**config.mk**
```make
export PLATFORM = sky130hd
export DESIGN_NAME = hazard_ctrl
export DESIGN_NICKNAME = d
export VERILOG_FILES = /design/src/rtl/core_pkg.sv /design/src/rtl/hazard_ctrl_mdu_timer.sv /design/src/rtl/hazard_ctrl.sv
export SDC_FILE = /design/constraint.sdc
export NUM_CORES = 1
export LEC_CHECK = 0
export CAP_MARGIN = 40
export CORE_UTILIZATION = 39
export CTS_CLUSTER_DIAMETER = 50
export DETAILED_ROUTE_END_ITERATION = 10
export MAX_ROUTING_LAYER = met4
export PLACE_DENSITY = 0.73
export SLEW_MARGIN = 20
export SYNTH_ARGS = -nofsm -noshare
export SYNTH_HDL_FRONTEND = slang
export SYNTH_SLANG_ARGS = --single-unit
```
**constraint.sdc**
```tcl
create_clock -name clk -period 2.7 [get_ports clk]
set_input_delay 0.54 -clock clk [delete_from_list [all_inputs] [get_ports clk]]
set_output_delay 0.54 -clock clk [all_outputs]
set_load 0.03 [all_outputs]
```
**src/rtl/core_pkg.sv**
```systemverilog
// Shared constants for the MIPS core pipeline control: FSM encoding, register
// indices and MDU timing defaults.
package core_pkg;

  localparam logic [0:0] ST_RUN      = 1'b0;
  localparam logic [0:0] ST_MDU_WAIT = 1'b1;

  localparam logic [4:0] REG_ZERO        = 5'd0;
  localparam int         MDU_LAT_DEFAULT = 32;

  typedef logic [4:0] reg_idx_t;

  // A source operand depends on a producer only if it is actually read.
  function automatic logic reg_match(input logic used, input reg_idx_t src, input reg_idx_t dst);
    return used && (src == dst);
  endfunction

endpackage

```
**src/rtl/hazard_ctrl_mdu_timer.sv**
```systemverilog
// Fixed-latency MDU occupancy tracker: loads the latency on a start pulse and
// counts down, holding busy high for exactly MDU_LAT cycles after the start.
module mdu_timer
  import core_pkg::*;
#(
  parameter int MDU_LAT = MDU_LAT_DEFAULT,
  parameter int LAT_W   = 6
) (
  input  logic clk,
  input  logic rst,
  input  logic start,
  output logic busy
);

  localparam logic [LAT_W-1:0] LAT_INIT = LAT_W'(MDU_LAT);
  localparam logic [LAT_W-1:0] LAT_ONE  = LAT_W'(1);

  logic [0:0]       r_state;
  logic [LAT_W-1:0] r_lat_cnt;

  always_ff @(posedge clk or negedge rst) begin
    if (!rst) begin
      r_state   <= ST_RUN;
      r_lat_cnt <= '0;
    end else if (start) begin
      r_state   <= ST_MDU_WAIT;
      r_lat_cnt <= LAT_INIT;
    end else if (r_state == ST_MDU_WAIT) begin
      if (r_lat_cnt == LAT_ONE) begin
        r_lat_cnt <= '0;
        r_state   <= ST_RUN;
      end else begin
        r_lat_cnt <= r_lat_cnt - LAT_ONE;
      end
    end
  end

  assign busy = (r_state == ST_MDU_WAIT);

endmodule

```
**src/rtl/hazard_ctrl.sv**
```systemverilog
// Pipeline hazard/stall controller: load-use and MDU interlocks, redirect
// flush of IF/ID, and a saturating stall-cycle counter.
module hazard_ctrl
  import core_pkg::*;
#(
  parameter int MDU_LAT     = MDU_LAT_DEFAULT,
  parameter int LAT_W       = 6,
  parameter int STALL_CNT_W = 32
) (
  input  logic                   clk,
  input  logic                   rst,
  input  logic [4:0]             id_rs,
  input  logic [4:0]             id_rt,
  input  logic                   id_uses_rs,
  input  logic                   id_uses_rt,
  input  logic                   ex_mem_read,
  input  logic [4:0]             ex_rt,
  input  logic                   id_is_mdu,
  input  logic                   id_is_hilo,
  input  logic                   id_redirect,
  output logic                   PC_write,
  output logic                   ifid_write,
  output logic                   ifid_flush,
  output logic                   idex_flush,
  output logic                   mdu_start,
  output logic                   mdu_busy,
  output logic [STALL_CNT_W-1:0] stall_count
);

  localparam logic [STALL_CNT_W-1:0] CNT_ONE = STALL_CNT_W'(1);

  logic                   w_load_use;
  logic                   w_mdu_hold;
  logic                   w_stall;
  logic                   w_mdu_busy;
  logic [STALL_CNT_W-1:0] r_stall_count;

  // A load into $0 produces nothing a later instruction could depend on.
  assign w_load_use = ex_mem_read && (ex_rt != REG_ZERO) &&
                      (reg_match(id_uses_rs, id_rs, ex_rt) ||
                       reg_match(id_uses_rt, id_rt, ex_rt));
  assign w_mdu_hold = w_mdu_busy && (id_is_mdu || id_is_hilo);
  assign w_stall    = w_load_use || w_mdu_hold;

  assign PC_write   = ~w_stall;
  assign ifid_write = ~w_stall;
  assign idex_flush = w_stall;
  assign ifid_flush = id_redirect && !w_stall;
  assign mdu_start  = id_is_mdu && !w_stall;
  assign mdu_busy   = w_mdu_busy;

  mdu_timer #(
    .MDU_LAT (MDU_LAT),
    .LAT_W   (LAT_W)
  ) u_mdu_timer (
    .clk   (clk),
    .rst   (rst),
    .start (mdu_start),
    .busy  (w_mdu_busy)
  );

  always_ff @(posedge clk or negedge rst) begin
    if (!rst) begin
      r_stall_count <= '0;
    end else if (w_stall && (r_stall_count != '1)) begin
      r_stall_count <= r_stall_count + CNT_ONE;
    end
  end

  assign stall_count = r_stall_count;

endmodule
```
; Yosys cells after proc, flatten, opt, wreduce, memory -nomap -nowiden
; Cells that the tools add are included.
[op_classes]
magnitude_cmp = 0
n_mux = 6
div_mod_pow = 0
add_sub_neg = 2
n_bitwise = 1
reduce_logical = 14
multipliers = 0
eq_ne = 4
n_shift = 0
[op_table]
columns = cell, count
row1 = $add 32x1->32 const B, 1
row2 = $ne 32x32->1 const B, 1
row3 = $mux 6, 3
row4 = $eq 5x5->1, 2
row5 = $logic_and 1x1->1, 8
row6 = $eq 6x1->1 const B, 1
row7 = $sub 6x1->6 const B, 1
row8 = $reduce_bool 5->1, 1
row9 = $logic_or 1x1->1, 3
row10 = $mux 1, 3
row11 = $reduce_bool 2->1, 1
row12 = $logic_not 1->1, 1
row13 = $not 1->1, 1
[totals]
word_cells = 30
out_inout_bits = 38
memories = 0
ramBits = 0
regBits = 39
rom_bits = 0
latch_bits = 0
inputBits = 23

; Longest topological paths before layout
[logic_depth]
word_depth = 8
depth_mapped = 9
mapped_depth_nobuf = 7

; Hierarchy
; Synthesis repeated with hierarchy kept, for this count alone.
[hier_totals]
cells_unflattened = 208
area_unflattened_um2 = 2110.8
[by_module_without_submodules]
columns = module, cells_each, area_each_um2, instances
row1 = hazard_ctrl, 171, 1731.7, 1
row2 = mdu_timer, 37, 379.1, 1

; Worst setup path after synthesis
; Ideal clock, no wire load.
[synth_timing]
path_type = input-to-output
from = in ex_rt[1]
to = out ifid_flush
slack_ps = -122
path_stages = 4
arrival_time_ps = 2282
path_buffers = 0
cell_sequence = or4_2 -> o21a_1 -> a21boi_2 -> and2_1
[synth_via]
elab_chain_cells = 7
word_cells_on_any_way = 11
[synth_lines]
columns = item, line
row1 = start: declaration, hazard_ctrl.sv:17  ; input logic [4:0] ex_rt,
row2 = $eq 5x5->1, core_pkg.sv:15  ; return used && (src == dst);
row3 = $logic_and 1x1->1, core_pkg.sv:15
row4 = $logic_or 1x1->1, hazard_ctrl.sv:40  ; (reg_match(id_uses_rs, id_rs, ex_rt) ||
row5 = $logic_and 1x1->1 *, hazard_ctrl.sv:39  ; assign w_load_use = ex_mem_read && (ex_rt != REG_ZERO) &&
row6 = $logic_or 1x1->1 *, hazard_ctrl.sv:43  ; assign w_stall = w_load_use || w_mdu_hold;
row7 = $logic_not 1->1 *, hazard_ctrl.sv:48  ; assign ifid_flush = id_redirect && !w_stall;
row8 = $logic_and 1x1->1 *, hazard_ctrl.sv:48
row9 = end: declaration, hazard_ctrl.sv:23  ; output logic ifid_flush,
; Every way passes the cells marked *; elsewhere a longest branch is shown, timed or not.

; Final worst setup path
[layout_timing]
from = in ex_rt[3]
to = out ifid_flush
; The elaborated chain is that of the path after synthesis.

==> qor.txt <==
ROUTE
-----------------------------------------------------------------------------------------------
Total wirelength of the detailed-routed design ...................................      5459 um
Via-to-Cell Ratio ................................................................        5.212
DRC violations left ..............................................................            0
Initial detailed-routing violation count .........................................           65
Length of the first detailed-routing pass in iterations ..........................            4
Antenna Violating Nets Remaining .................................................            0
Routed via count .................................................................        1,939
Routed len/inst ..................................................................     14.67 um

POWER AND IR DROP
-----------------------------------------------------------------------------------------------
Peak supply drop .................................................................    0.5358 mV
Leakage Power ....................................................................     1.428 nW
Overall power consumption ........................................................   0.002289 W
P per Cell Area .................................................................. 727.5 nW/um2

GLOBAL ROUTE
-----------------------------------------------------------------------------------------------
Global routing usage on met3 .....................................................       3.713%
Total routing usage reported by global routing ...................................       20.11%
Global-route wire length before repair ...........................................      9025 um
Met2 usage .......................................................................       33.36%
Pin count of the biggest net entering global routing .............................           40
Most used routing layer ..........................................................         met2
Met1 track demand over resource in global routing ................................       23.59%
Total grt overflow ...............................................................            0
Vias in the first global route ...................................................        1,968
Initial antenna violation count ..................................................            0

SYNTHESIS
-----------------------------------------------------------------------------------------------
Mapped Area ......................................................................     2143 um2
Per-instance average area after synthesis ........................................    9.969 um2
Commonest register cell after synthesis ..........................................      dfrtp_1
Post-synth EDFFs .................................................................            0
YS warnings ......................................................................            0
Number of library cell types mapped by synthesis .................................           47
Register area share after synthesis ..............................................       45.53%
Synth Instances ..................................................................          215
Async set-reset flop share out of synthesis ......................................       100.0%
Top cell type's share of synthesized area ........................................       45.53%
Library cell with the largest summed area after synthesis ........................      dfrtp_1
Main area contributors after synthesis ........................................... dfrtp_1, xnor2_1, xor2_1, nand4_1, nand2_1
Post-synthesis sequential element count ..........................................           39
Mapped Nets ......................................................................          241

FINAL LAYOUT
-----------------------------------------------------------------------------------------------
Ratio of cells with drive above 1 in the final layout ............................       17.55%
# nets final .....................................................................          327
Cell Count, Final, Fillers Out ...................................................          372
Final standard cell utilization of the core ......................................       60.46%
N_diodes .........................................................................            0
Most frequent cells in the layout ................................................ clkdlybuf4s50_1, dfrtp_1, buf_4
Most common library cell in the layout ignoring fill and taps .................... clkdlybuf4s50_1
Synthesis-to-finish area growth ..................................................       46.82%

DIE
-----------------------------------------------------------------------------------------------
Number of primary I/O pins .......................................................           61
Effective utilization at floorplan ...............................................       41.18%
Die area .........................................................................     5796 um2
Rows .............................................................................           26
Chip Height ......................................................................     76.13 um
Total core area ..................................................................     5205 um2
Width of the chip ................................................................     76.13 um

STA
-----------------------------------------------------------------------------------------------
Final Max Tran Viols .............................................................            0
Hold violation count in the final report .........................................            0
Rel. slew slack ..................................................................       65.67%
Final clock period utilization by the worst path .................................       98.21%
Minimum period implied by the final worst setup slack ............................      2652 ps
Clock skew .......................................................................     3.051 ps
Maximum clock rate ...............................................................   0.3771 GHz
Final Hold Slack .................................................................     499.4 ps
Setup repair after global routing missed its margin ..............................           no
Setup violators final ............................................................            0
Transition at the pin with the smallest max-transition slack .....................     513.9 ps

WORST SETUP PATH
-----------------------------------------------------------------------------------------------
Cell type of the slowest stage on the worst timing path ..........................        or4_4
Arrival time worst endpoint ......................................................      2110 ps
Crit path top cell by count ......................................................        buf_6
Delay of the slowest cell on the worst path ......................................       490 ps
Register-to-Register Path Depth ..................................................            8
Reg2Reg Launch Point ............................................................. stall_count[0]
Max FO, Critical Path ............................................................            4
Cell-by-cell trace of the critical path .......................................... dlygate4sd2_1 -> or4_4 -> o21a_1 -> a21boi_4 -> buf_6 -> and2_4 -> buf_6
Required time of the critical path ...............................................      2160 ps
Reg-to-reg endpoint .............................................................. stall_count[19]
Kind of capture point of the worst setup path ....................................  output port
Critical path type ...............................................................    in -> out
Kind of start point of the critical path .........................................    input pin
Worst R2R Setup Slack ............................................................       290 ps

WORST HOLD PATH
-----------------------------------------------------------------------------------------------
WHS Path Cells ...................................................................            1
Class of the worst hold path .....................................................   reg -> reg
Hold endpoint .................................................................... stall_count[6]
Min-delay src .................................................................... stall_count[6]

CLOCKING
-----------------------------------------------------------------------------------------------
Clk_lat worst skew ...............................................................       290 ps
Clock input transition at the sequential cells of the worst setup and hold paths .        80 ps
Clock tree from TritonCTS ........................................................         done
Sink count of the clock tree .....................................................           39
Number of buffers inserted by hold repair at cts .................................            0
Number of buffers between clock root and the deepest sink ........................            2
Master cell of the clock root buffer .............................................     clkbuf_8
CTS H-tree depth .................................................................            2
TritonCTS Buffers ................................................................            5

PLACEMENT
-----------------------------------------------------------------------------------------------
Count of placed standard cells including taps ....................................          361
Number of buffer cells added on primary ports ....................................           60
Final weighted congestion in routability-driven placement ........................       0.7734
Placed wire-length estimate after detailed placement .............................      4026 um

STATUS
-----------------------------------------------------------------------------------------------
Status ........................................................................... finished, final reports clean

FLOW RUN
-----------------------------------------------------------------------------------------------
Maximum capacitance violations ...................................................            0

area by class of cell:
cell class	instances	area (um2)
fill	471	2058
multi-input combinational	165	1147
sequential	39	975.9
timing repair buffer	84	795.8
tap	70	87.58
clock buffer	6	82.58
clock inverter	2	35.03
inverter	6	22.52
timing repair:
item	in CTS	in global routing
setup buffers	2	1
gates resized for setup	13	9
endpoints found under the setup margin	5	3
pin swaps	3	7
synthesized netlist by cell type, types with 2 or more instances:
library cell,instances
and4_1,2
o22ai_1,2
xor2_1,20
nand3b_1,2
nand4_1,13
o31ai_1,2
inv_1,6
nand4_2,2
nor4_1,5
ha_1,3
o21ai_0,4
xnor2_1,21
nor2_1,18
nand2_1,18
a21oi_1,4
nand3_1,11
or2_2,2
clkbuf_1,3
nor3b_1,2
nand2b_1,3
nor3_1,7
dfrtp_1,39
and3_1,2
worst max-delay path, delay by kind of cell:
| kind | cells | cell delay (ps) |
|---|---|---|
| AND/OR/NAND/NOR | 2 | 620 |
| buffers and inverters | 3 | 520 |
| AO/OA/AOI/OAI | 2 | 430 |
routing by layer:
metal	vias to the layer above	share of wire, %	wire length, um
met2	69	50	2738
met3	10	4.2	227
li1	934	-	-
met4	0	2.2	119
met1	926	43	2374
met5	-	0	0
logic make-up (layout without fill, tap and decap cells):
kind of cell	Yosys count	after routing	synth area share (%)
fa+ha+maj	3	3	1.752
compound gates	21	21	7.297
xor+xnor	41	41	16.75
buf+inv	11	98	2.160
simple gates	99	99	25.98
mux	1	1	0.5254
flops	39	39	45.53
where the power goes:
group	internal, W	leakage [nW]	switching [W]
Clock	0.000299	0.0612	0.000209
Sequential	0.000694	0.510	0.000119
Combinational	0.000446	0.856	0.000522
state kept, by name, indices dropped and copies added, names as in the netlist:
signal                 cells
stall_count               32
u_mdu_timer.r_lat_cnt      6
u_mdu_timer.busy           1
how the worst max path moves through the flow:
stage	cells past startpoint	from	slack, ps	end
2_1_floorplan	4	ex_rt[1]	30	ifid_flush
3_3_place_gp	6	ex_rt[1]	-560	idex_flush
3_5_place_dp	6	ex_rt[1]	-610	idex_flush
4_1_cts	7	ex_rt[4]	0.2	ifid_flush
5_1_grt	7	ex_rt[1]	10	ifid_flush
6_report	7	ex_rt[3]	50	ifid_flush
through the flow:
stage	setup WS [ps]	area (um2)	TNS (ps)
after floorplan	32.26	2151	0
after global placement	-562.0	2975	-1862
after detailed placement	-614.2	2975	-3642
after CTS	0.1696	3124	0
after global routing	11.59	3147	0
final	48.38	3147	0
Note: power is estimated with default switching activity, not from simulation.
